**config.mk**
```make
export PLATFORM = sky130hd
export DESIGN_NAME = hazard_sequencer_flat
export DESIGN_NICKNAME = d
export VERILOG_FILES = /design/src/rtl/hazard_sequencer_pkg.sv /design/src/rtl/hazard_sequencer_if.sv /design/src/rtl/hazard_sequencer_sat_counter.sv /design/src/rtl/hazard_sequencer.sv /design/src/flat_wrapper.sv
export SDC_FILE = /design/constraint.sdc
export NUM_CORES = 1
export LEC_CHECK = 0
export ABC_AREA = 0
export CAP_MARGIN = 15
export CORE_MARGIN = 1.5
export CORE_UTILIZATION = 44
export DETAILED_ROUTE_END_ITERATION = 10
export GPL_ROUTABILITY_DRIVEN = 0
export PLACE_DENSITY = 0.81
export SETUP_SLACK_MARGIN = 0.5
export SYNTH_ARGS = -nofsm -noshare
export SYNTH_HDL_FRONTEND = slang
export SYNTH_SLANG_ARGS = --single-unit
```
**constraint.sdc**
```tcl
create_clock -name clk -period 3.25 [get_ports clk]
set_clock_uncertainty 0.2 [all_clocks]
set_input_delay 0.65 -clock clk [delete_from_list [all_inputs] [get_ports clk]]
set_output_delay 0.65 -clock clk [all_outputs]
set_load 0.05 [all_outputs]
```
**src/rtl/hazard_sequencer_pkg.sv**
```systemverilog
// Shared RV32I definitions for the hazard sequencer: opcodes, FSM state
// encoding and instruction field-slice helpers.
package rv_pkg;

    localparam logic [6:0] OP_LOAD   = 7'b0000011;
    localparam logic [6:0] OP_BRANCH = 7'b1100011;
    localparam logic [6:0] OP_JAL    = 7'b1101111;
    localparam logic [6:0] OP_JALR   = 7'b1100111;

    typedef enum logic [1:0] {
        RUN        = 2'd0,
        LOAD_STALL = 2'd1,
        MEM_WAIT   = 2'd2,
        FLUSH      = 2'd3
    } hz_state_t;

    function automatic logic [4:0] rs1_of(input logic [31:0] ir);
        return ir[19:15];
    endfunction

    function automatic logic [4:0] rs2_of(input logic [31:0] ir);
        return ir[24:20];
    endfunction

    function automatic logic [4:0] rd_of(input logic [31:0] ir);
        return ir[11:7];
    endfunction

endpackage

```
**src/rtl/hazard_sequencer_if.sv**
```systemverilog
// Pipeline <-> hazard sequencer bundle. The master side is the pipeline
// (presents instructions and memory status), the slave side is the sequencer
// (returns forwarding, stall, flush and status).
interface hazard_sequencer_if #(
    parameter int CNT_W = 16
) ();

    logic [31:0]      ir_if;
    logic [31:0]      ir_ex;
    logic             ex_wren;
    logic             br_taken;
    logic             dmem_req;
    logic             dmem_ready;
    logic             fwd_a;
    logic             fwd_b;
    logic             stall_if;
    logic             stall_ex;
    logic             flush;
    logic             bubble_ex;
    logic             mem_err;
    logic [1:0]       state_o;
    logic [CNT_W-1:0] stall_cnt;
    logic [CNT_W-1:0] flush_cnt;

    modport master (
        output ir_if, ir_ex, ex_wren, br_taken, dmem_req, dmem_ready,
        input  fwd_a, fwd_b, stall_if, stall_ex, flush, bubble_ex,
               mem_err, state_o, stall_cnt, flush_cnt
    );

    modport slave (
        input  ir_if, ir_ex, ex_wren, br_taken, dmem_req, dmem_ready,
        output fwd_a, fwd_b, stall_if, stall_ex, flush, bubble_ex,
               mem_err, state_o, stall_cnt, flush_cnt
    );

endinterface

```
**src/rtl/hazard_sequencer_sat_counter.sv**
```systemverilog
// Saturating up-counter with synchronous clear; sticks at all-ones.
module sat_counter #(
    parameter int W = 16
) (
    input  logic         clk,
    input  logic         clr,
    input  logic         inc,
    output logic [W-1:0] count
);

    // Count up on inc, hold once every bit is set, clear synchronously.
    always_ff @(posedge clk) begin
        if (clr) begin
            count <= '0;
        end else if (inc && (count != '1)) begin
            count <= count + W'(1);
        end else begin
            count <= count;
        end
    end

endmodule

```
**src/rtl/hazard_sequencer.sv**
```systemverilog
// Prioritised hazard sequencer for the RV32I IF/EX pipeline: operand
// forwarding, load-use bubbles, branch flushes and data-memory wait stalls
// with a timeout, plus saturating stall/flush event counters.
module hazard_sequencer
    import rv_pkg::*;
#(
    parameter int FLUSH_CYCLES      = 1,
    parameter int LOAD_STALL_CYCLES = 1,
    parameter int MEM_TIMEOUT       = 255,
    parameter int CNT_W             = 16
) (
    input  logic             clk,
    input  logic             rst_n,
    hazard_sequencer_if.slave bus
);

    localparam logic [2:0] FLUSH_REST = 3'(FLUSH_CYCLES - 1);
    localparam logic [2:0] FLUSH_FULL = 3'(FLUSH_CYCLES);
    localparam logic [2:0] LOAD_REST  = 3'(LOAD_STALL_CYCLES - 1);
    localparam logic [7:0] TIMEOUT    = 8'(MEM_TIMEOUT);

    logic [4:0] rs1_s;
    logic [4:0] rs2_s;
    logic [4:0] rd_ex_s;
    logic       is_load_s;
    logic       hit_rs1_s;
    logic       hit_rs2_s;
    logic       load_use_s;
    logic       mem_wait_s;
    logic [7:0] wait_next_s;

    hz_state_t  state_r;
    logic [2:0] cnt_r;
    logic [7:0] wait_cnt_r;
    logic       pending_flush_r;
    logic       mem_err_r;

    logic       fwd_a_s;
    logic       fwd_b_s;
    logic       stall_if_s;
    logic       stall_ex_s;
    logic       flush_s;
    logic       bubble_ex_s;

    logic [CNT_W-1:0] stall_cnt_s;
    logic [CNT_W-1:0] flush_cnt_s;

    assign rs1_s       = rs1_of(bus.ir_if);
    assign rs2_s       = rs2_of(bus.ir_if);
    assign rd_ex_s     = rd_of(bus.ir_ex);
    assign is_load_s   = (bus.ir_ex[6:0] == OP_LOAD);
    assign hit_rs1_s   = bus.ex_wren && (rd_ex_s != 5'd0) && (rs1_s == rd_ex_s);
    assign hit_rs2_s   = bus.ex_wren && (rd_ex_s != 5'd0) && (rs2_s == rd_ex_s);
    assign load_use_s  = is_load_s && (hit_rs1_s || hit_rs2_s);
    assign mem_wait_s  = bus.dmem_req && !bus.dmem_ready;
    assign wait_next_s = wait_cnt_r + 8'd1;

    // Decode the pipeline-control outputs from the current state and inputs.
    always_comb begin
        fwd_a_s     = 1'b0;
        fwd_b_s     = 1'b0;
        stall_if_s  = 1'b0;
        stall_ex_s  = 1'b0;
        flush_s     = 1'b0;
        bubble_ex_s = 1'b0;
        case (state_r)
            RUN: begin
                fwd_a_s = hit_rs1_s && !is_load_s;
                fwd_b_s = hit_rs2_s && !is_load_s;
                if (mem_wait_s) begin
                    stall_if_s = 1'b1;
                    stall_ex_s = 1'b1;
                end else if (bus.br_taken) begin
                    flush_s = 1'b1;
                end else if (load_use_s) begin
                    stall_if_s  = 1'b1;
                    bubble_ex_s = 1'b1;
                end else begin
                    stall_if_s = 1'b0;
                end
            end
            LOAD_STALL: begin
                if (bus.br_taken) begin
                    flush_s = 1'b1;
                end else begin
                    stall_if_s  = 1'b1;
                    bubble_ex_s = 1'b1;
                end
            end
            MEM_WAIT: begin
                stall_if_s = 1'b1;
                stall_ex_s = 1'b1;
            end
            FLUSH: begin
                flush_s    = 1'b1;
                stall_if_s = 1'b1;
            end
            default: begin
                flush_s = 1'b0;
            end
        endcase
    end

    // Sequencer FSM: hold-cycle counters, pending flush and sticky timeout.
    always_ff @(posedge clk) begin
        if (!rst_n) begin
            state_r         <= RUN;
            cnt_r           <= 3'd0;
            wait_cnt_r      <= 8'd0;
            pending_flush_r <= 1'b0;
            mem_err_r       <= 1'b0;
        end else begin
            case (state_r)
                RUN: begin
                    if (mem_wait_s) begin
                        state_r         <= MEM_WAIT;
                        wait_cnt_r      <= 8'd1;
                        pending_flush_r <= bus.br_taken;
                    end else if (bus.br_taken) begin
                        state_r <= (FLUSH_CYCLES > 1) ? FLUSH : RUN;
                        cnt_r   <= FLUSH_REST;
                    end else if (load_use_s) begin
                        state_r <= (LOAD_STALL_CYCLES > 1) ? LOAD_STALL : RUN;
                        cnt_r   <= LOAD_REST;
                    end else begin
                        state_r <= RUN;
                    end
                end
                LOAD_STALL: begin
                    if (bus.br_taken) begin
                        state_r <= (FLUSH_CYCLES > 1) ? FLUSH : RUN;
                        cnt_r   <= FLUSH_REST;
                    end else if (cnt_r == 3'd1) begin
                        state_r <= RUN;
                        cnt_r   <= 3'd0;
                    end else begin
                        cnt_r <= cnt_r - 3'd1;
                    end
                end
                MEM_WAIT: begin
                    wait_cnt_r <= wait_next_s;
                    if (bus.dmem_ready) begin
                        if (pending_flush_r) begin
                            state_r <= FLUSH;
                            cnt_r   <= FLUSH_FULL;
                        end else begin
                            state_r <= RUN;
                        end
                        pending_flush_r <= 1'b0;
                    end else if (wait_next_s == TIMEOUT) begin
                        // Give up on the access; a flush owed to it is lost too.
                        mem_err_r       <= 1'b1;
                        pending_flush_r <= 1'b0;
                        state_r         <= RUN;
                    end else begin
                        state_r <= MEM_WAIT;
                    end
                end
                FLUSH: begin
                    if (cnt_r == 3'd1) begin
                        state_r <= RUN;
                        cnt_r   <= 3'd0;
                    end else begin
                        cnt_r <= cnt_r - 3'd1;
                    end
                end
                default: begin
                    state_r <= RUN;
                end
            endcase
        end
    end

    sat_counter #(.W(CNT_W)) u_stall_cnt (
        .clk   (clk),
        .clr   (!rst_n),
        .inc   (stall_if_s && !flush_s),
        .count (stall_cnt_s)
    );

    sat_counter #(.W(CNT_W)) u_flush_cnt (
        .clk   (clk),
        .clr   (!rst_n),
        .inc   (flush_s),
        .count (flush_cnt_s)
    );

    assign bus.fwd_a     = fwd_a_s;
    assign bus.fwd_b     = fwd_b_s;
    assign bus.stall_if  = stall_if_s;
    assign bus.stall_ex  = stall_ex_s;
    assign bus.flush     = flush_s;
    assign bus.bubble_ex = bubble_ex_s;
    assign bus.mem_err   = mem_err_r;
    assign bus.state_o   = state_r;
    assign bus.stall_cnt = stall_cnt_s;
    assign bus.flush_cnt = flush_cnt_s;

endmodule

```
**src/flat_wrapper.sv**
```systemverilog
// flat-port wrapper written by rule: the top's interface ports become plain ports
module hazard_sequencer_flat import rv_pkg::*;
#(
    parameter int FLUSH_CYCLES      = 1,
    parameter int LOAD_STALL_CYCLES = 1,
    parameter int MEM_TIMEOUT       = 255,
    parameter int CNT_W             = 16
)
  (clk, rst_n, bus_ir_if, bus_ir_ex, bus_ex_wren, bus_br_taken, bus_dmem_req, bus_dmem_ready, bus_fwd_a, bus_fwd_b, bus_stall_if, bus_stall_ex, bus_flush, bus_bubble_ex, bus_mem_err, bus_state_o, bus_stall_cnt, bus_flush_cnt);
  hazard_sequencer_if #(.CNT_W(CNT_W)) bus_i ();
  input  logic clk;
  input  logic rst_n;
  input wire logic [$bits(bus_i.ir_if)-1:0] bus_ir_if;
  input wire logic [$bits(bus_i.ir_ex)-1:0] bus_ir_ex;
  input wire logic [$bits(bus_i.ex_wren)-1:0] bus_ex_wren;
  input wire logic [$bits(bus_i.br_taken)-1:0] bus_br_taken;
  input wire logic [$bits(bus_i.dmem_req)-1:0] bus_dmem_req;
  input wire logic [$bits(bus_i.dmem_ready)-1:0] bus_dmem_ready;
  output wire logic [$bits(bus_i.fwd_a)-1:0] bus_fwd_a;
  output wire logic [$bits(bus_i.fwd_b)-1:0] bus_fwd_b;
  output wire logic [$bits(bus_i.stall_if)-1:0] bus_stall_if;
  output wire logic [$bits(bus_i.stall_ex)-1:0] bus_stall_ex;
  output wire logic [$bits(bus_i.flush)-1:0] bus_flush;
  output wire logic [$bits(bus_i.bubble_ex)-1:0] bus_bubble_ex;
  output wire logic [$bits(bus_i.mem_err)-1:0] bus_mem_err;
  output wire logic [$bits(bus_i.state_o)-1:0] bus_state_o;
  output wire logic [$bits(bus_i.stall_cnt)-1:0] bus_stall_cnt;
  output wire logic [$bits(bus_i.flush_cnt)-1:0] bus_flush_cnt;
  assign bus_i.ir_if = bus_ir_if;
  assign bus_i.ir_ex = bus_ir_ex;
  assign bus_i.ex_wren = bus_ex_wren;
  assign bus_i.br_taken = bus_br_taken;
  assign bus_i.dmem_req = bus_dmem_req;
  assign bus_i.dmem_ready = bus_dmem_ready;
  assign bus_fwd_a = bus_i.fwd_a;
  assign bus_fwd_b = bus_i.fwd_b;
  assign bus_stall_if = bus_i.stall_if;
  assign bus_stall_ex = bus_i.stall_ex;
  assign bus_flush = bus_i.flush;
  assign bus_bubble_ex = bus_i.bubble_ex;
  assign bus_mem_err = bus_i.mem_err;
  assign bus_state_o = bus_i.state_o;
  assign bus_stall_cnt = bus_i.stall_cnt;
  assign bus_flush_cnt = bus_i.flush_cnt;
  hazard_sequencer #(.FLUSH_CYCLES(FLUSH_CYCLES), .LOAD_STALL_CYCLES(LOAD_STALL_CYCLES), .MEM_TIMEOUT(MEM_TIMEOUT), .CNT_W(CNT_W)) u_core (.clk(clk), .rst_n(rst_n), .bus(bus_i));
endmodule
```
Yosys cells after proc, flatten, opt, wreduce, memory -nomap -nowiden
Index checks and enable logic that the tools add are counted.
Widths: inputs -> output; s select.
- bits in registers: 47
- bits of input ports: 70
- reductions and logical operators: 22
- equality and inequality tests: 16
- muxes and demuxes: 35
- bitwise operators: 1
- $add $sub $neg: 4
- operators by type and width (cell ; number):
    $add 16x1->16 const B ; 2
    $ne 16x16->1 const B ; 2
    $mux 3 ; 7
    $pmux 8 s2 ; 1
    $mux 1 ; 13
    $mux 2 ; 6
    $pmux 3 s4 ; 1
    $eq 5x5->1 ; 2
    $logic_and 1x1->1 ; 10
    $add 8x1->8 const B ; 1
    $eq 8x8->1 const B ; 1
    $mux 8 ; 1
    $pmux 2 s4 ; 1
    $eq 7x2->1 const B ; 1
    $ne 3x2->1 const B ; 2
    $pmux 1 s2 ; 3
    $pmux 1 s3 ; 2
    $reduce_and 3->1 ; 2
    $reduce_bool 5->1 ; 1
    $eq 2x2->1 const B ; 2
    $ne 2x1->1 const B ; 2
    $ne 2x2->1 const B ; 2
    $reduce_and 4->1 ; 1
    $eq 3x1->1 const B ; 1
    other kinds (9) ; 11

Logic depth before layout (Yosys ltp)
Gate-level depths: netlist of run 1.
- depth in word-level cells: 11
- gate-level depth with buffers: 9
- mapped depth without buffers: 7

By module
A second synthesis of run 1 with hierarchy kept.
- cells, all modules: 344
- area total of the unflattened synthesis: 2805.2 sq um
- modules (own cells, without submodules) (module ; area an instance (sq um) ; cells each ; seq. area each (sq um) ; instances):
    sat_counter ; 848.3 ; 99 ; 320.3 ; 2
    hazard_sequencer ; 1108.6 ; 146 ; 300.3 ; 1

Worst setup path before layout of run 1
No wires, ideal clock.
- kind: input port to output port
- start: input port bus_ir_ex[2]
- end: output port bus_bubble_ex
- data required time: 2.400 ns
- slack: -0.103 ns
- stages on the path: 6
- arrival: 2.503 ns
- path through: or4_4 -> nor3_2 -> nor2b_4 -> a21boi_1 -> a21oi_1 -> nor2_1
- longest elaborated chain between the ends: 6
- RTL lines (element ; line ; source):
    start: declaration ; flat_wrapper.sv:14 ; input wire logic [$bits(bus_i.ir_ex)-1:0] bus_ir_ex;
    $eq 7x2->1 ; hazard_sequencer.sv:51 ; assign is_load_s = (bus.ir_ex[6:0] == OP_LOAD);
    $logic_and 1x1->1 ; hazard_sequencer.sv:54 ; assign load_use_s = is_load_s && (hit_rs1_s || hit_rs2_s);
    $mux 1 ; hazard_sequencer.sv:75 ; end else if (load_use_s) begin
    $mux 1 ; hazard_sequencer.sv:73 ; end else if (bus.br_taken) begin
    $mux 1 ; hazard_sequencer.sv:70 ; if (mem_wait_s) begin
    $pmux 1 s2 ; hazard_sequencer.sv:66 ; case (state_r)
    end: declaration ; flat_wrapper.sv:24 ; output wire logic [$bits(bus_i.bubble_ex)-1:0] bus_bubble_ex;
No other way between the ends.

Final worst setup path of run 1
- start: input port bus_ir_ex[6]
- end: output port bus_bubble_ex
Same word-level chain as after synthesis.

==> results of run 1 <==
==> state kept, by name, summed over array words and instances, names as in the netlist <==
signal and flops:
u_core.u_flush_cnt.count 16, u_core.u_stall_cnt.count 16, u_core.wait_cnt_r 8, u_core.cnt_r 3
u_core.bus.state_o 2, u_core.bus.mem_err 1, u_core.pending_flush_r 1
==> cell type report <==
cell class,instances,share of cell area
inverters,9,0.009907
repair buffers,90,0.2250
flip-flops and latches,47,0.2403
clock buffers,6,0.02109
clock inverters,2,0.003516
well taps,75,0.02397
multi-input cells,271,0.4762
==> per-layer routing <==
layer / track usage / part of all wire / wire length [µm]
met1: 0.2448 / 0.43 / 3102
met2: 0.3927 / 0.50 / 3628
met3: 0.05275 / 0.057 / 410
met4: 0.06667 / 0.011 / 79
met5: 0 / 0 / 0
==> cell usage in the layout, fill, tap and decap left out, drive strengths merged, types with 6 or more instances in the layout <==
master,instances
nor2,37
mux2i,14
nand2,34
nand2b,15
dfxtp,47
and3,6
a21oi,20
nand4,8
clkdlybuf4s50,50
buf,31
o21ai,16
ha,6
inv,10
xnor2,13
xor2,10
nand3,22
nor3,16
clkbuf,7
==> cell families after synthesis <==
group                    after synthesis  share of synthesized area
multiplexers                          14                    0.05016
AO/OA/AOI/OAI                         66                     0.1841
buffers and inverters                 22                    0.03270
flip-flops                            47                     0.3368
XOR/XNOR                              23                    0.07210
adder cells (fa/ha/maj)                6                    0.02687
AND/OR/NAND/NOR                      162                     0.2974
==> through the flow <==
stage	power, mW	hold slack (ns)	worst slack, ns	cells
final	1.216	0.2933	0.1051	500
after global routing	1.267	0.3160	0.01549	500
after CTS	1.221	0.2948	0.06257	500
after detailed placement	0.8321	0.2612	-0.2260	486
after global placement	0.8261	0.2568	-0.2109	486
after floorplan	0.7309	0.2471	0.1466	340
==> worst min path at each step <==
| stage | startpoint | slack, ns | cells after the start | endpoint |
|---|---|---|---|---|
| 2_1_floorplan | u_core.wait_cnt_r[7] | 0.25 | 1 | u_core.wait_cnt_r[7] |
| 3_3_place_gp | u_core.bus.mem_err | 0.26 | 2 | u_core.bus.mem_err |
| 3_5_place_dp | u_core.bus.mem_err | 0.26 | 2 | u_core.bus.mem_err |
| 4_1_cts | u_core.bus.mem_err | 0.29 | 2 | u_core.bus.mem_err |
| 5_1_grt | u_core.u_stall_cnt.count[9] | 0.32 | 2 | u_core.u_stall_cnt.count[9] |
| 6_report | u_core.bus.mem_err | 0.29 | 2 | u_core.bus.mem_err |
==> tightest hold or removal path, stage by stage, from the launching register on <==
cell	delay, ns
sky130_fd_sc_hd__dfxtp_1	0.34
sky130_fd_sc_hd__nor2_1	0.05
sky130_fd_sc_hd__nor2_1	0.08
==> where the power goes <==
part           internal [mW]  switching [mW]  leakage (nW)
logic                  0.101           0.136         0.957
clock network          0.174           0.208        0.0516
registers              0.585          0.0122         0.380
==> repair_timing <==
action	4_1_cts	5_1_grt
setup buffers	6	0
pin swaps	10	3
endpoints found under the setup margin	17	8
gates resized for setup	45	5
endpoints found under the hold margin	0	0
hold buffers	0	0
==> run summary, run 1 <==
STATUS
----------------------------------------------------------------------------------
Run status                                                            finished clean

FLOORPLANNING
----------------------------------------------------------------------------------
Number of placement rows                                                        28
Initial cell density of the core                                            0.4637
Full die area                                                             6837 µm²
Die Y                                                                     82.69 µm
Die span in x                                                             82.69 µm
Number of top-level pins                                                       111
Core Footprint                                                            6026 µm²

SETUP PATH
----------------------------------------------------------------------------------
Worst path cell trace                                                 buf_6, or4_4, nor3_4, nor2b_4, a21boi_4, buf_6, a21oi_1, nor2_2, buf_12
Termination of the worst setup path                                   bus_bubble_ex
Critical path's slowest cell                                          sky130_fd_sc_hd__or4_4
Peak per-stage delay on the critical path                                  0.54 ns
Most common cell on crit path                                         sky130_fd_sc_hd__buf_6
Type of element capturing the critical path                           primary output
Critical-path maximum fanout                                                     3
CP Launch Point                                                       bus_ir_ex[6]
Total stage count of the critical path                                           9
Cell count of the worst reg-to-reg path                                          7
Reg2reg end                                                           u_core.pending_flush_r
Class of the most critical setup path                                       in2out
Top cell family by delay on the critical path                         simple AND/OR/NAND/NOR gates
Launching element type of the critical path                           primary input
FF-to-FF setup slack                                                       0.87 ns
Endpoint arrival time on the critical path                                 2.29 ns
Startpoint of the worst register-to-register path                     u_core.wait_cnt_r[0]
CP bufs+invs                                                                     3
Data required time at the worst endpoint                                   2.40 ns

GLOBAL ROUTING
----------------------------------------------------------------------------------
GR Util All Layers                                                          0.2152
Maximum number of pins on one net before global-route repair                    33
Antenna violations before repair                                                 0
First-pass GRT wire length                                                11.47 mm
Number of global-route vias before repair                                    2,615
Total overflow reported by the global router                                     0

PLACEMENT
----------------------------------------------------------------------------------
Number of buffers inserted by port buffering                                    68
Placed instance area                                                      3677 µm²
Dpl hpwl                                                                  5.221 mm

CELLS AND AREA
----------------------------------------------------------------------------------
Layout cells sized above 1                                                  0.1765
Number of nets in the finished design                                          500
Area of the multi-input gates                                             1864 µm²
Synthesis-to-finish area growth                                             40.13%
Fillers                                                                        507
Ant. Diodes                                                                      0
Sequential cell area                                                     940.9 µm²
Non-Filler Cell Area, Final                                               3915 µm²
Fraction of the core area covered by cells at the end of the flow           0.6497

TIMING
----------------------------------------------------------------------------------
Time the final worst path needs with I/O delays and setup                 3.145 ns
Final hold viol count                                                            0
Total of endpoints with negative setup slack in the final report                 0
Part of the cycle the worst path needs                                      0.9677
Fin. max-slew vios                                                               0
Sum of negative setup slack                                                   0 ns
Setup repair after global routing missed its margin                            yes
Max Freq                                                                 318.0 MHz
Slew headroom                                                               0.4935
Slew of the pin with the lowest slew margin                              0.7589 ns

POWER AND IR DROP
----------------------------------------------------------------------------------
Leakage power                                                             1.388 nW
Power density cells                                                   310.7 nW/µm²
Highest ir drop seen on vdd                                              0.1965 mV

CLOCKING
----------------------------------------------------------------------------------
H-tree level count                                                               2
Clk sinks                                                                       47
Largest buffer count on any clock path                                           2
Clock tree from TritonCTS                                                     done
Insertion delay of the later-clocked pin in the worst-skew pair            0.31 ns
Number of buffers inserted during clock tree synthesis                           5
Clock root buffer                                                     sky130_fd_sc_hd__clkbuf_8
Clock-pin slew on the worst setup and hold paths                           0.10 ns

SYNTH
----------------------------------------------------------------------------------
Cell types with the largest area share after synthesis                sky130_fd_sc_hd__dfxtp_1 34%, sky130_fd_sc_hd__mux2i_1 5.0%, sky130_fd_sc_hd__nor2_1 5.0%
Count of unique library cells instantiated by Yosys                             57
Post-synth EDFFs                                                                 0
Synth Instances                                                                340
Post-Syn Area                                                             2794 µm²
Mean cell area of the mapped netlist                                     8.217 µm²
Synth Warn #                                                                     0
Synthesized Nets                                                               416
Flops & latches, synth                                                          47
Share of synthesized registers carrying an async set or reset                    0
Dominant cell by count in the synthesized netlist                     sky130_fd_sc_hd__dfxtp_1
Post-synth top flop                                                   sky130_fd_sc_hd__dfxtp_1
Sequential-to-total area share from yosys stat                              0.3368
Most numerous cell types in the synthesized netlist                   47 x sky130_fd_sc_hd__dfxtp_1, 37 x sky130_fd_sc_hd__nor2_1, 34 x sky130_fd_sc_hd__nand2_1, 22 x sky130_fd_sc_hd__nand3_1, 19 x sky130_fd_sc_hd__a21oi_1
Share of the synthesized area in the top cell type                          0.3368
Synth area leader                                                     sky130_fd_sc_hd__dfxtp_1

DETAILED ROUTING
----------------------------------------------------------------------------------
Remaining number of nets flagged by the antenna check after routing              0
Drt first-iter violations                                                      112
Number of DRC violations after detailed routing                                  0
Final Routed Wirelength                                                   7.222 mm
Via/cell ratio                                                               5.646
Number of detailed-routing iterations run before antenna repair                  4
Average wire per cell in the routed design                                14.44 µm
Number of vias in the routed layout                                          2,823

MIN PATH
----------------------------------------------------------------------------------
Class of the tightest hold or removal check                                reg2reg

FLOW RUN
----------------------------------------------------------------------------------
Max-cap check violation count                                                    0

Note: power is estimated with default switching activity, not from simulation.
==> run 2, diff against run 1 <==
--- a/config.mk
+++ b/config.mk
@@ -11,8 +11,9 @@
 export CORE_UTILIZATION = 44
 export DETAILED_ROUTE_END_ITERATION = 10
 export GPL_ROUTABILITY_DRIVEN = 0
-export PLACE_DENSITY = 0.81
+export PLACE_DENSITY = 0.8
 export SETUP_SLACK_MARGIN = 0.5
 export SYNTH_ARGS = -nofsm -noshare
 export SYNTH_HDL_FRONTEND = slang
 export SYNTH_SLANG_ARGS = --single-unit
+export TNS_END_PERCENT = 50
==> run summary, run 2 (synthesis gave the netlist of run 1 again) <==
STATUS
----------------------------------------------------------------------------------
Run status                                                            finished clean   unchanged

CELLS AND AREA
----------------------------------------------------------------------------------
Area of the multi-input gates                                             1854 µm²   was 1864 µm²
Commonest non-fill, non-tap cells in the layout                       50 x sky130_fd_sc_hd__clkdlybuf4s50_1, 47 x sky130_fd_sc_hd__dfxtp_1, 34 x sky130_fd_sc_hd__nand2_1, 32 x sky130_fd_sc_hd__nor2_1, 20 x sky130_fd_sc_hd__nand3_1   was 50 x sky130_fd_sc_hd__clkdlybuf4s50_1, 47 x sky130_fd_sc_hd__dfxtp_1, 33 x sky130_fd_sc_hd__nor2_1, 33 x sky130_fd_sc_hd__nand2_1, 21 x sky130_fd_sc_hd__buf_4
Number of nets in the finished design                                          496   was 500
Registers with the highest flip-flop counts                           u_core.u_flush_cnt.count x16, u_core.u_stall_cnt.count x16, u_core.wait_cnt_r x8   unchanged
Most common cell after layout, fill and taps aside                    sky130_fd_sc_hd__clkdlybuf4s50_1   unchanged
Fillers                                                                        536   was 507
Sequential cell area                                                     940.9 µm²   unchanged
Synthesis-to-finish area growth                                             38.42%   was 40.13%
Ant. Diodes                                                                      0   unchanged
Layout cells sized above 1                                                  0.1710   was 0.1765
Non-Filler Instances                                                           496   was 500

SETUP PATH
----------------------------------------------------------------------------------
Startpoint of the worst register-to-register path                     u_core.wait_cnt_r[0]   unchanged
Class of the most critical setup path                                       in2out   unchanged
Data required time at the worst endpoint                                   2.40 ns   about the same
Type of element capturing the critical path                           primary output   unchanged
Endpoint arrival time on the critical path                                 2.25 ns   was 2.29 ns
Launching element type of the critical path                           primary input   unchanged
Critical-path maximum fanout                                                     3   unchanged
CP Launch Point                                                       bus_ir_if[23]   was bus_ir_ex[6]

TIMING
----------------------------------------------------------------------------------
Slew headroom                                                               0.6380   was 0.4935
Min setup slack post-route                                               0.1483 ns   was 0.1051 ns
Sum of negative setup slack                                                   0 ns   unchanged
Slew of the pin with the lowest slew margin                              0.5406 ns   was 0.7589 ns
Max Freq                                                                 322.4 MHz   was 318.0 MHz
Time the final worst path needs with I/O delays and setup                 3.102 ns   was 3.145 ns
Total of endpoints with negative setup slack in the final report                 0   unchanged
Setup repair after global routing missed its margin                            yes   unchanged
Part of the cycle the worst path needs                                      0.9544   was 0.9677
Final hold viol count                                                            0   unchanged
Fin. max-slew vios                                                               0   unchanged
Tightest hold margin                                                     0.2889 ns   was 0.2933 ns

FLOORPLANNING
----------------------------------------------------------------------------------
Core Footprint                                                            6026 µm²   unchanged
Die Y                                                                     82.69 µm   unchanged
Initial cell density of the core                                            0.4637   unchanged
Number of top-level pins                                                       111   unchanged
Die span in x                                                             82.69 µm   unchanged
Full die area                                                             6837 µm²   unchanged
Number of placement rows                                                        28   unchanged

DETAILED ROUTING
----------------------------------------------------------------------------------
Remaining number of nets flagged by the antenna check after routing              0   unchanged
Average wire per cell in the routed design                                14.50 µm   was 14.44 µm
Via/cell ratio                                                               5.692   was 5.646
Number of DRC violations after detailed routing                                  0   unchanged
Drt first-iter violations                                                      108   was 112
Final Routed Wirelength                                                   7.192 mm   was 7.222 mm
Number of detailed-routing iterations run before antenna repair                  4   unchanged
Number of vias in the routed layout                                          2,823   unchanged

GLOBAL ROUTING
----------------------------------------------------------------------------------
GR Util All Layers                                                          0.2169   was 0.2152
Total overflow reported by the global router                                     0   unchanged
Number of global-route vias before repair                                    2,624   was 2,615
Antenna violations before repair                                                 0   unchanged
First-pass GRT wire length                                                11.66 mm   was 11.47 mm
Maximum number of pins on one net before global-route repair                    33   unchanged

PLACEMENT
----------------------------------------------------------------------------------
Number of buffers inserted by port buffering                                    68   unchanged
Dpl hpwl                                                                  5.136 mm   was 5.221 mm
Worst Setup Slack post-DPL                                              -0.2542 ns   was -0.2260 ns
DP Cell Count                                                                  485   was 486

POWER AND IR DROP
----------------------------------------------------------------------------------
Post-layout total power                                                   1.179 mW   was 1.216 mW
Power density cells                                                   304.9 nW/µm²   was 310.7 nW/µm²
Leakage power                                                             1.377 nW   was 1.388 nW
Highest ir drop seen on vdd                                              0.2654 mV   was 0.1965 mV

CLOCKING
----------------------------------------------------------------------------------
Clk sinks                                                                       47   unchanged
Largest buffer count on any clock path                                           2   unchanged
Clock-pin slew on the worst setup and hold paths                           0.09 ns   was 0.10 ns
Insertion delay of the later-clocked pin in the worst-skew pair            0.30 ns   was 0.31 ns
Number of buffers inserted during clock tree synthesis                           5   unchanged
H-tree level count                                                               2   unchanged
Clock tree from TritonCTS                                                     done   unchanged
Clock root buffer                                                     sky130_fd_sc_hd__clkbuf_8   unchanged

FLOW RUN
----------------------------------------------------------------------------------
Max-cap check violation count                                                    0   unchanged

MIN PATH
----------------------------------------------------------------------------------
Class of the tightest hold or removal check                                reg2reg   unchanged
Launch instance of the worst min-delay path                           u_core.bus.mem_err   unchanged

## run 2: cell count changes in the layout (fill, tap and decap cells not counted), sizes merged
| cell | before | now |
|---|---|---|
| clkdlybuf4s15 | 3 | 2 |
| dlymetal6s2s | 0 | 2 |
| buf | 31 | 28 |
| clkinvlp | 0 | 1 |
| inv | 10 | 9 |
| dlygate4sd2 | 5 | 3 |
## run 2: critical path, stage by stage
cell                              delay [ns]
sky130_fd_sc_hd__clkdlybuf4s50_1        0.41
sky130_fd_sc_hd__xor2_1                 0.16
sky130_fd_sc_hd__nor3_2                 0.25
sky130_fd_sc_hd__nand3_2                0.15
sky130_fd_sc_hd__a21boi_4               0.20
sky130_fd_sc_hd__o21ai_2                0.07
sky130_fd_sc_hd__o211ai_1               0.14
sky130_fd_sc_hd__clkbuf_16              0.22
## run 2: what timing repair did
item | in CTS | in global routing
buffers inserted | 1 | 2
gates resized for setup | 46 | 8
hold buffers | 0 | 0
pin swaps | 10 | 4
setup endpoints to repair | 18 | 10
cloned | 0 | 0
## run 2: power by group
group          switching [mW]  internal (mW)
registers              0.0125          0.585
clock network           0.197          0.151
logic                   0.133          0.101
## run 2: area by class of cell
class	instances	area share
flip-flops and latches	47	0.2433
well taps	75	0.02426
multi-input cells	271	0.4795
inverters	9	0.009382
repair buffers	86	0.2216
clock inverters	2	0.003235
clock buffers	6	0.01876
## run 2: final timing paths
path / endpoint / slack (ns) / depth (start not counted)
worst max-delay path: bus_stall_if / 0.15 / 8
worst max register to register: u_core.pending_flush_r / 0.88 / 7
worst min-delay path: u_core.bus.mem_err / 0.29 / 2
worst min register to register: u_core.bus.mem_err / 0.29 / 2
## run 2: metrics by stage
| stage | instance area [µm²] | util |
|---|---|---|
| CTS | 3834 | 0.6362 |
| global placement | 3667 | 0.6086 |
| global route | 3867 | 0.6418 |
| floorplan | 2800 | - |
| detailed placement | 3667 | 0.6086 |
| finish | 3867 | 0.6418 |
## run 2: per-layer routing
layer  GRT usage  part of all wire  vias to the layer above
met5           0                 0                        -
met4     0.05167            0.0095                        0
met3     0.05275             0.054                       12
met2      0.4024              0.50                       81
met1      0.2478              0.43                     1353
li1            -                 -                     1377
